==> src/rtl/dac_spi_tx_if.sv <==
// dac_spi_tx_if: sample input and SPI DAC pin bundle for dac_spi_tx.
// Ports: enable, sample_in (to tx); sclk, mosi, cs_n, busy, done, overrun (from tx).
interface dac_spi_tx_if;
    logic        enable;
    logic [15:0] sample_in;
    logic        sclk;
    logic        mosi;
    logic        cs_n;
    logic        busy;
    logic        done;
    logic        overrun;

    // Serializer side: consumes samples, drives the DAC pins and status.
    modport master (
        input  enable,
        input  sample_in,
        output sclk,
        output mosi,
        output cs_n,
        output busy,
        output done,
        output overrun
    );

    // Environment side: supplies samples, observes the DAC pins and status.
    modport slave (
        output enable,
        output sample_in,
        input  sclk,
        input  mosi,
        input  cs_n,
        input  busy,
        input  done,
        input  overrun
    );
endinterface

==> src/rtl/dac_spi_tx.sv <==
// dac_spi_tx: fixed-rate 16-bit SPI (mode 0) DAC serializer with overrun flag.
// Ports: clk, rst (sync, active-high), bus (dac_spi_tx_if.master).
module dac_spi_tx #(
    parameter int CLK_DIV    = 4,
    parameter int SAMPLE_DIV = 2000
) (
    input  logic              clk,
    input  logic              rst,
    dac_spi_tx_if.master      bus
);

    localparam int TW = (SAMPLE_DIV > 1) ? $clog2(SAMPLE_DIV) : 1;
    localparam int HW = (CLK_DIV > 1) ? $clog2(CLK_DIV) : 1;

    localparam logic [TW-1:0] TICK_LAST = TW'(SAMPLE_DIV - 1);
    localparam logic [HW-1:0] HC_LAST   = HW'(CLK_DIV - 1);

    typedef enum logic [1:0] {
        IDLE,
        SETUP,
        SHIFT,
        HOLD
    } state_e;

    state_e        state_q, state_d;
    logic [TW-1:0] tcnt_q, tcnt_d;
    logic [HW-1:0] hc_q, hc_d;
    logic [3:0]    bit_q, bit_d;
    logic          phase_q, phase_d;
    logic [14:0]   shreg_q, shreg_d;
    logic          sclk_q, sclk_d;
    logic          mosi_q, mosi_d;
    logic          cs_n_q, cs_n_d;
    logic          busy_q, busy_d;
    logic          done_q, done_d;
    logic          ovr_q, ovr_d;

    logic tick;
    logic hc_end;

    assign tick   = bus.enable && (tcnt_q == TICK_LAST);
    assign hc_end = (hc_q == HC_LAST);

    // Sample-rate ticker: free-runs only while enabled, parked at 0 otherwise.
    always_comb begin
        tcnt_d = '0;
        if (bus.enable && !tick) begin
            tcnt_d = tcnt_q + TW'(1);
        end
    end

    // Overrun is sticky while enabled; any tick outside IDLE is a drop.
    always_comb begin
        ovr_d = ovr_q;
        if (!bus.enable) begin
            ovr_d = 1'b0;
        end else if (tick && (state_q != IDLE)) begin
            ovr_d = 1'b1;
        end
    end

    // Frame sequencer. bit15 goes straight to mosi at capture, so the
    // shift register only needs to hold the remaining 15 bits.
    always_comb begin
        state_d = state_q;
        hc_d    = hc_q;
        bit_d   = bit_q;
        phase_d = phase_q;
        shreg_d = shreg_q;
        sclk_d  = sclk_q;
        mosi_d  = mosi_q;
        cs_n_d  = cs_n_q;
        busy_d  = busy_q;
        done_d  = 1'b0;

        unique case (state_q)
            IDLE: begin
                if (tick) begin
                    shreg_d = bus.sample_in[14:0];
                    mosi_d  = bus.sample_in[15];
                    cs_n_d  = 1'b0;
                    busy_d  = 1'b1;
                    sclk_d  = 1'b0;
                    hc_d    = '0;
                    state_d = SETUP;
                end
            end

            SETUP: begin
                if (hc_end) begin
                    hc_d    = '0;
                    bit_d   = '0;
                    phase_d = 1'b0;
                    state_d = SHIFT;
                end else begin
                    hc_d = hc_q + HW'(1);
                end
            end

            SHIFT: begin
                if (hc_end) begin
                    hc_d = '0;
                    if (!phase_q) begin
                        phase_d = 1'b1;
                        sclk_d  = 1'b1;
                    end else begin
                        // Falling edge: advance data, or finish after bit 0.
                        phase_d = 1'b0;
                        sclk_d  = 1'b0;
                        if (bit_q == 4'd15) begin
                            mosi_d  = 1'b0;
                            state_d = HOLD;
                        end else begin
                            bit_d   = bit_q + 4'd1;
                            mosi_d  = shreg_q[14];
                            shreg_d = {shreg_q[13:0], 1'b0};
                        end
                    end
                end else begin
                    hc_d = hc_q + HW'(1);
                end
            end

            HOLD: begin
                if (hc_end) begin
                    hc_d    = '0;
                    cs_n_d  = 1'b1;
                    busy_d  = 1'b0;
                    done_d  = 1'b1;
                    state_d = IDLE;
                end else begin
                    hc_d = hc_q + HW'(1);
                end
            end

            default: begin
                state_d = IDLE;
            end
        endcase
    end

    always_ff @(posedge clk) begin
        if (rst) begin
            state_q <= IDLE;
            tcnt_q  <= '0;
            hc_q    <= '0;
            bit_q   <= '0;
            phase_q <= 1'b0;
            shreg_q <= '0;
            sclk_q  <= 1'b0;
            mosi_q  <= 1'b0;
            cs_n_q  <= 1'b1;
            busy_q  <= 1'b0;
            done_q  <= 1'b0;
            ovr_q   <= 1'b0;
        end else begin
            state_q <= state_d;
            tcnt_q  <= tcnt_d;
            hc_q    <= hc_d;
            bit_q   <= bit_d;
            phase_q <= phase_d;
            shreg_q <= shreg_d;
            sclk_q  <= sclk_d;
            mosi_q  <= mosi_d;
            cs_n_q  <= cs_n_d;
            busy_q  <= busy_d;
            done_q  <= done_d;
            ovr_q   <= ovr_d;
        end
    end

    assign bus.sclk    = sclk_q;
    assign bus.mosi    = mosi_q;
    assign bus.cs_n    = cs_n_q;
    assign bus.busy    = busy_q;
    assign bus.done    = done_q;
    assign bus.overrun = ovr_q;

endmodule

==> src/flat_wrapper.sv <==
// flat-port wrapper written by rule: the top's interface ports become plain ports
module dac_spi_tx_flat 
#(
    parameter int CLK_DIV    = 4,
    parameter int SAMPLE_DIV = 2000
)
  (clk, rst, bus_enable, bus_sample_in, bus_sclk, bus_mosi, bus_cs_n, bus_busy, bus_done, bus_overrun);
  dac_spi_tx_if bus_i ();
  input  logic clk;
  input  logic rst;
  input wire logic [$bits(bus_i.enable)-1:0] bus_enable;
  input wire logic [$bits(bus_i.sample_in)-1:0] bus_sample_in;
  output wire logic [$bits(bus_i.sclk)-1:0] bus_sclk;
  output wire logic [$bits(bus_i.mosi)-1:0] bus_mosi;
  output wire logic [$bits(bus_i.cs_n)-1:0] bus_cs_n;
  output wire logic [$bits(bus_i.busy)-1:0] bus_busy;
  output wire logic [$bits(bus_i.done)-1:0] bus_done;
  output wire logic [$bits(bus_i.overrun)-1:0] bus_overrun;
  assign bus_i.enable = bus_enable;
  assign bus_i.sample_in = bus_sample_in;
  assign bus_sclk = bus_i.sclk;
  assign bus_mosi = bus_i.mosi;
  assign bus_cs_n = bus_i.cs_n;
  assign bus_busy = bus_i.busy;
  assign bus_done = bus_i.done;
  assign bus_overrun = bus_i.overrun;
  dac_spi_tx #(.CLK_DIV(CLK_DIV), .SAMPLE_DIV(SAMPLE_DIV)) u_core (.clk(clk), .rst(rst), .bus(bus_i));
endmodule
==> config.mk <==
export PLATFORM = sky130hd
export DESIGN_NAME = dac_spi_tx_flat
export DESIGN_NICKNAME = d
export VERILOG_FILES = /design/src/rtl/dac_spi_tx_if.sv /design/src/rtl/dac_spi_tx.sv /design/src/flat_wrapper.sv
export SDC_FILE = /design/constraint.sdc
export NUM_CORES = 1
export LEC_CHECK = 0
export ABC_CLOCK_PERIOD_IN_PS = 2300
export BUFFER_PORTS_ARGS = -buffer_cell sky130_fd_sc_hd__buf_2
export CORE_MARGIN = 1.5
export CORE_UTILIZATION = 57
export DETAILED_ROUTE_END_ITERATION = 10
export PLACE_DENSITY_LB_ADDON = 0.12
export SLEW_MARGIN = 20
export SYNTH_ARGS = -nofsm -noshare
export SYNTH_HDL_FRONTEND = slang
export SYNTH_SLANG_ARGS = --single-unit
==> constraint.sdc <==
create_clock -name clk -period 2.3 [get_ports clk]
set_input_delay 0.23 -clock clk [delete_from_list [all_inputs] [get_ports clk]]
set_output_delay 0.23 -clock clk [all_outputs]
set_load 0.05 [all_outputs]
* Word-level counts from Yosys, hierarchy flattened *
Index checks and enable logic that the tools add are counted.

storage, ports and cells
  bits in registers = 41
  latch bits = 0
  memory bits (writable) = 0
  ROM bits = 0
  memories kept = 0

cells by class
  $add $sub $neg = 3
  multiply operators = 0
  div/mod/pow operators = 0
  magnitude comparators = 0
  eq/ne operators = 13
  shifts and indexed selects = 0
  mux-type cells = 36
  bitwise operators = 3
  reductions and logical operators = 20

operators by type and width
  cell                                                              count
  15-bit two-way mux                                                4
  15-bit one-hot mux with 2 select lines                            1
  2-bit two-way mux                                                 8
  4-bit two-way mux                                                 4
  2-bit by 1-bit != test with 1-bit output (second input constant)  6
  11-bit by 1-bit adder with 11-bit output (second input constant)  1
  11-bit equality test (second input constant)                      1
  1-bit two-way mux                                                 11
  1-bit one-hot mux with 2 select lines                             5
  5-bit AND reduction                                               2
  3-bit AND reduction                                               3
  2-bit one-hot mux with 4 select lines                             1
  4-bit one-hot mux with 2 select lines                             1
  2-bit nonzero test                                                4
  2-bit equality test (second input constant)                       3
  6-bit AND reduction                                               1
  2-bit OR reduction                                                3
  4-bit by 1-bit adder with 4-bit output (second input constant)    1
  4-bit equality test (second input constant)                       1
  2-bit one-hot mux with 2 select lines                             1
  4-bit AND reduction                                               1
  1-bit logical AND                                                 3
  1-bit inverter                                                    3
  3-bit OR reduction                                                1
  5 further kinds                                                   5

* Logic depth before layout (Yosys ltp) *
Gate-level depths: netlist (run 1).

  depth in word-level cells = 6
  depth in mapped cells = 10

* Least setup slack after synthesis (run 1) *
Ideal clock, no wire load.

  path type = register to register
  from = register u_core.state_q[0]
  to = register u_core.shreg_q[12]
  library setup time = 0.079 ns
  data arrival time = 1.572 ns
  data required time = 2.221 ns
  path slack = 0.648 ns
  cell stages (with the launch flop) = 11
  cell sequence = dfxtp_1 inv_1 ha_1 buf_2 inv_1 o21bai_1 o22ai_2 and2_1 buf_2 buf_6 a211oi_2

on the way
  cells in the longest elaborated chain, start to end = 3

ends and longest elaborated chain
  element                                                        line               text
  start, declared                                                dac_spi_tx.sv:25   state_e state_q, state_d;
  start signal, assigned                                         dac_spi_tx.sv:157  state_q <= state_d;
  2-bit equality test / 2-bit zero test (equally long branches)  dac_spi_tx.sv:76   unique case (state_q)
  2-bit != test (no source line), or another cell as far along   -
  5-bit AND reduction (no source line)                           -
  end signal, assigned                                           dac_spi_tx.sv:162  shreg_q <= shreg_d;
  end, declared                                                  dac_spi_tx.sv:30   logic [14:0] shreg_q, shreg_d;

Parallel ways exist; a longest one is shown, timed or not.
A chain may end at the register's enable or synchronous reset.

* Worst setup path after layout (run 1) *
  from = register u_core.state_q[0]
  to = register u_core.sclk_q (netlist: u_core.bus.sclk)

on the way
  cells in the longest elaborated chain, start to end = 3

ends and longest elaborated chain
  element                                                                                                 line               text
  2-bit equality test / 2-bit zero test (equally long branches)                                           dac_spi_tx.sv:76
  2-bit by 1-bit != test with 1-bit output (no source line) / 2-bit nonzero test (equally long branches)  -
  3-bit AND reduction (no source line)                                                                    -
  end signal, assigned                                                                                    dac_spi_tx.sv:163  sclk_q <= sclk_d;
  end, declared                                                                                           dac_spi_tx.sv:31   logic sclk_q, sclk_d;

Parallel ways exist; a longest one is shown, timed or not.

==> results of run 1 <==
-- registers in the layout, indices dropped and copies added (netlist names) --
| register | count |
|---|---|
| u_core.bus.mosi | 1 |
| u_core.bus.cs_n | 1 |
| u_core.bit_q | 4 |
| u_core.state_q | 2 |
| u_core.bus.overrun | 1 |
| u_core.hc_q | 2 |
| u_core.bus.busy | 1 |
| u_core.bus.done | 1 |
| u_core.shreg_q | 15 |
| u_core.bus.sclk | 1 |
| u_core.tcnt_q | 11 |
| u_core.phase_q | 1 |
-- area by class of cell --
| class | instances | area (um2) | share of cell area |
|---|---|---|---|
| Clock buffer | 5 | 37.5 | 0.0166 |
| Clock inverter | 3 | 46.3 | 0.0204 |
| Inverter | 8 | 30.0 | 0.0133 |
| Multi-Input combinational cell | 150 | 1120 | 0.493 |
| Sequential cell | 41 | 821 | 0.362 |
| Tap cell | 46 | 57.6 | 0.0254 |
| Timing Repair Buffer | 29 | 158 | 0.0696 |
-- power by group through the flow --
stage	Sequential (mW)	Combinational (mW)	Clock (mW)
after CTS	0.731	0.211	0.494
after global placement	0.745	0.198	0
after detailed placement	0.747	0.209	0
final	0.731	0.209	0.476
after global routing	0.734	0.233	0.518
after floorplan	0.744	0.162	0
-- through the flow --
| stage | util | hold slack (ns) | setup slack [ns] | power [mW] |
|---|---|---|---|---|
| floorplan | - | 0.394 | 0.648 | 0.907 |
| global route | 0.663 | 0.126 | 0.143 | 1.48 |
| finish | 0.663 | 0.150 | 0.329 | 1.42 |
| global placement | 0.639 | 0.436 | 0.450 | 0.943 |
| CTS | 0.663 | 0.133 | 0.317 | 1.44 |
| detailed placement | 0.639 | 0.449 | 0.348 | 0.956 |
-- cell families (layout without fill, tap and decap cells) --
group,Yosys count,in the layout,share of synthesized area
multiplexers,18,18,0.0876
buffers and inverters,22,45,0.0652
adder cells (fa/ha/maj),8,8,0.0483
flip-flops,41,41,0.396
XOR/XNOR,11,11,0.0465
AND/OR/NAND/NOR,65,65,0.158
AO/OA/AOI/OAI,48,48,0.198
-- synthesized netlist by cell type, types with 2 or more instances --
library cell	n	share of area
a21oi_1	12	0.029
xnor2_1	6	0.025
and3_1	4	0.012
buf_6	2	0.011
a211oi_1	7	0.025
a21oi_2	7	0.030
nand4_1	2	0.0060
ha_1	8	0.048
nor2_1	25	0.045
nand3_1	9	0.022
nor3_1	4	0.0097
nor2b_1	2	0.0060
xor2_1	5	0.021
nand2_1	10	0.018
mux2i_1	17	0.082
o21a_1	2	0.0072
dfxtp_1	41	0.40
inv_1	8	0.014
a211oi_2	10	0.060
buf_2	9	0.022
-- per-layer routing --
metal / wire [um] / vias up / track usage
li1: - / 796 / -
met2: 1970 / 33 / 0.394
met4: 38 / 0 / 0.0707
met3: 166 / 4 / 0.0625
met5: 0 / - / 0
met1: 1740 / 724 / 0.242
-- critical path, delay by kind of cell, from the launching register on --
family,cells,cell delay (ns)
fa+ha+maj,1,0.29
flops,1,0.35
compound gates,2,0.32
buf+inv,2,0.40
simple gates,2,0.19
mux,1,0.36
-- worst max-delay path by stage --
| stage | to | depth (start not counted) |
|---|---|---|
| after global routing | u_core.bus.sclk | 8 |
| after floorplan | u_core.shreg_q[12] | 10 |
| final | u_core.bus.sclk | 8 |
| after detailed placement | u_core.bit_q[0] | 7 |
| after CTS | u_core.bit_q[0] | 7 |
| after global placement | u_core.bus.sclk | 8 |
==> flow_metrics.tcl, run 1 <==
set metrics [dict create \
    clk_pin_slew_worst_paths_ns 0.13 \
    crit_path_max_incr_delay_ns 0.36 \
    antenna_found_initial 0 \
    wl_per_cell_um 13.9 \
    drive_above_1_share 0.267 \
    clock_latency_ns 0.35 \
    cts-root-buf "clkbuf_4" \
    yosys_warnings 0 \
    whs_endpoint "u_core.shreg_q[0]" \
    rows 21 \
    p_int_mw 1.04 \
    clock.fmax_mhz 507 \
    holdCritStartpoint "bus_sample_in[0]" \
    fin_worst_skew_ns 0.0111 \
    worstRegToRegCells 8 \
    cts.path.max_buffers 2 \
    gr-total-overflow 0 \
    leakage_nw 0.826 \
    hpwl_mm 2.84 \
    min_path_type "in -> reg" \
    io_pins 25 \
    p_clk_frac 0.336 \
    hold_buffers 0 \
    vias 1557 \
    core_area_mm2 0.00342 \
    holdPathStages 3 \
    synth-main-ff-cell "dfxtp_1" \
    dp_cells 274 \
    placed_area_mm2 0.00218 \
    ir_worst_vdd_v 0.000445 \
    rrSetupSlack_ns 0.33 \
    ctsHtreeMaxLevel 2 \
    hold_violations 0 \
    grt_pass1_wl_mm 6.91 \
    crit_type "reg -> reg" \
    drc_errors 0 \
    die_w_um 63.3 \
    portBuffers 24 \
    final_nets 262 \
    relSlewSlack 0.592 \
    design.die.area_mm2 0.00401 \
    grt_pass1_vias 1605 \
    start_util 0.607 \
    fin_cells 282 \
    comb_power_share 0.148 \
    post-route-period-util 0.857 \
    clock-sinks 41 \
    status "finished clean" \
    synthCells 213 \
    synth_area_per_cell_um2 9.73 \
    first_iter_violations 91 \
    postCtsSetupBuffers 0 \
    synth_cell_types 43 \
    crit_fanout 19 \
    cp.arrival_ns 2.27 \
    synth_seq_area_share 0.396 \
    synth_seq_cells 41 \
    track_usage 0.217 \
    die_height_um 63.3 \
    setup_viol 0 \
    drv_cap 0 \
    final_cell_area_mm2 0.00227 \
    n_antenna_cell 0 \
    syn_nets 240 \
    cp-end-kind "flip-flop" \
    cts_tree "done" \
    cp-startpoint "u_core.state_q[0]" \
    numCtsBuffers 5 \
    critPathLaunchType "flip-flop" \
    p_seq_frac 0.516 \
    synth_edf_count 0 \
    slew_viol_final 0 \
    nFillCells 295 \
    async_reset_ff_frac 0 \
    p_switching_mw 0.378 \
    grt_max_degree 30 \
    rsz0062_at_grt "false" \
    synthToLayoutAreaGrowth_pct 9.36 \
    swShare 0.267 \
    gp_congestion 0.730 \
    synthesis.area_mm2 0.00207 \
    r2r_start "u_core.state_q[0]" \
    tightest_slew_ns 0.612 \
    mostFrequentLayoutCell "dfxtp_1" \
    fin_crit_ns 1.97 \
    path_cells "inv_1 -> ha_1 -> nand2_1 -> o21bai_1 -> o22ai_2 -> buf_4 -> mux2_2 -> nor2_1" \
    rr_endpoint "u_core.bus.sclk" \
    totalNegativeSetupSlack_ns 0 \
    ant_nets 0 \
    final_cell_mix "41 x dfxtp_1, 25 x nor2_1, 24 x buf_2, 17 x mux2i_1, 12 x a21oi_1" \
    dr.pass1.iters 4 \
    slowest_stage "mux2_2" \
    critPathRequiredTime_ns 2.60 \
    vias_per_cell 5.52 \
    p_per_area_mw_per_mm2 625 \
    cts_resized 0 \
    wirelength_mm 3.91 \
]
Power figures use the tool's default switching activity.
==> inputs of run 2 (changes only) <==
--- a/config.mk
+++ b/config.mk
@@ -10,7 +10,9 @@
 export CORE_MARGIN = 1.5
 export CORE_UTILIZATION = 57
 export DETAILED_ROUTE_END_ITERATION = 10
+export GPL_ROUTABILITY_DRIVEN = 0
 export PLACE_DENSITY_LB_ADDON = 0.12
+export RECOVER_POWER = 25
 export SLEW_MARGIN = 20
 export SYNTH_ARGS = -nofsm -noshare
 export SYNTH_HDL_FRONTEND = slang
==> run 2 against run 1 <==
  * Register-to-register slack hardly changed
  * Die area stayed put
  * Via count is 0.19% higher
  * Critical path depth is 1 lower
  * Count of clock-buffer cells in the layout stayed put
  * Worst setup slack hardly changed
  * Sequential cell count stayed put
  * First-iteration DRC count stayed put
  * Critical endpoint is now u_core.bit_q[0]
==> flow_metrics.tcl, run 2 (synthesis gave the netlist of run 1 again) <==
set metrics [dict create \
    tightest_slew_ns 0.626 \
    cp.arrival_ns 2.25 \
    ctsHtreeMaxLevel 2 \
    post-place-ws_ns 0.348 \
    worstRegToRegCells 7 \
    drc_errors 0 \
    clock-sinks 41 \
    n_antenna_cell 0 \
    synthToLayoutAreaGrowth_pct 8.45 \
    rr_endpoint "u_core.bit_q[0]" \
    postCtsSetupBuffers 0 \
    grt_pass1_vias 1605 \
    p_switching_mw 0.380 \
    antenna_found_initial 0 \
    clock_latency_ns 0.36 \
    p_per_area_mw_per_mm2 631 \
    slowest_stage "dfxtp_1" \
    crit_type "reg -> reg" \
    top_register "u_core.shreg_q" \
    final_cell_area_mm2 0.00225 \
    r2r_start "u_core.state_q[0]" \
    nFillCells 299 \
    reg_top3 "u_core.shreg_q: 15 flops, u_core.tcnt_q: 11 flops, u_core.bit_q: 4 flops" \
    dp_cells 274 \
    fin_crit_ns 1.97 \
    design.die.area_mm2 0.00401 \
    vias 1560 \
    setup_viol 0 \
    crit_path_max_incr_delay_ns 0.35 \
    ff_latch_area_um2 821 \
    io_pins 25 \
    multi_input_area_mm2 0.00110 \
    finalWorstSetupSlack_ns 0.329 \
    start_util 0.607 \
    grt_pass1_wl_mm 6.91 \
    rrSetupSlack_ns 0.33 \
    cp-end-kind "flip-flop" \
    cts.path.max_buffers 2 \
    critPathRequiredTime_ns 2.58 \
    fin_cells 282 \
    placed_area_mm2 0.00218 \
    cts_resized 0 \
    cts_tree "done" \
    clk_pin_slew_worst_paths_ns 0.12 \
    rows 21 \
    die_w_um 63.3 \
    cp-endpoint "u_core.bit_q[0]" \
    wl_per_cell_um 14.0 \
    fin_total_pwr_mw 1.42 \
    final_cell_mix "41 x dfxtp_1, 25 x nor2_1, 18 x buf_2, 17 x mux2i_1, 12 x a21oi_1" \
    holdWs_ns 0.146 \
    ir_worst_vdd_v 0.000446 \
    post-route-period-util 0.857 \
    cp-startpoint "u_core.state_q[0]" \
    core_area_mm2 0.00342 \
    final_nets 262 \
    numCtsBuffers 5 \
    totalNegativeSetupSlack_ns 0 \
    wirelength_mm 3.94 \
    ant_nets 0 \
    clock.fmax_mhz 507 \
    gr-total-overflow 0 \
    vias_per_cell 5.53 \
    cts-root-buf "clkbuf_4" \
    die_height_um 63.3 \
    fin_worst_skew_ns 0.0114 \
    drive_above_1_share 0.233 \
    fin_util 0.658 \
    hpwl_mm 2.84 \
    relSlewSlack 0.583 \
    path_cells "inv_1 -> ha_1 -> buf_4 -> o21a_1 -> nand2_1 -> or3_1 -> a21oi_1" \
    portBuffers 24 \
    status "finished clean" \
    largest_reg_flops 15 \
    drv_cap 0 \
    swShare 0.268 \
    p_clk_frac 0.336 \
    slew_viol_final 0 \
    hold_violations 0 \
    critPathLaunchType "flip-flop" \
    mostFrequentLayoutCell "dfxtp_1" \
    crit_fanout 21 \
    dr.pass1.iters 4 \
    rsz0062_at_grt "false" \
    comb_power_share 0.148 \
    leakage_nw 0.795 \
    min_path_type "in -> reg" \
    track_usage 0.217 \
    p_seq_frac 0.515 \
    first_iter_violations 91 \
    hold_buffers 0 \
    grt_max_degree 30 \
    p_int_mw 1.04 \
]
run 2: worst max-delay path, delay by kind of cell (launching register included):
kind / cells / cell delay, ns
flip-flops: 1 / 0.35
buffers and inverters: 2 / 0.46
adder cells (fa/ha/maj): 1 / 0.27
AND/OR/NAND/NOR: 2 / 0.43
AO/OA/AOI/OAI: 2 / 0.39
run 2: power groups by stage:
stage	logic, mW	clock network [mW]	registers, mW
global route	0.233	0.518	0.734
detailed placement	0.209	0	0.747
finish	0.210	0.477	0.731
floorplan	0.162	0	0.744
global placement	0.198	0	0.745
CTS	0.211	0.494	0.731
run 2: area by class of cell:
type	instances	area share
inverter	8	0.0134
sequential	41	0.365
clock buffer	5	0.0167
timing repair buffer	29	0.0668
clock inverter	3	0.0206
tap	46	0.0256
multi-input combinational	150	0.492
run 2: worst min-delay path by stage:
stage,from,to,slack [ns],cells past startpoint
after global routing,bus_sample_in[0],u_core.shreg_q[0],0.13,3
after global placement,u_core.tcnt_q[0],u_core.tcnt_q[0],0.44,1
final,bus_sample_in[0],u_core.shreg_q[0],0.15,3
after detailed placement,u_core.tcnt_q[0],u_core.tcnt_q[0],0.45,1
after CTS,bus_sample_in[0],u_core.shreg_q[0],0.13,3
after floorplan,bus_sample_in[0],u_core.shreg_q[0],0.39,2
run 2: per-layer routing:
metal  GRT usage  part of all wire  vias to the layer above
li1            -                 -                      795
met1       0.242              0.46                      730
met5           0                 0                        -
met3      0.0625             0.040                        4
met4      0.0707            0.0099                        0
met2       0.394              0.49                       31
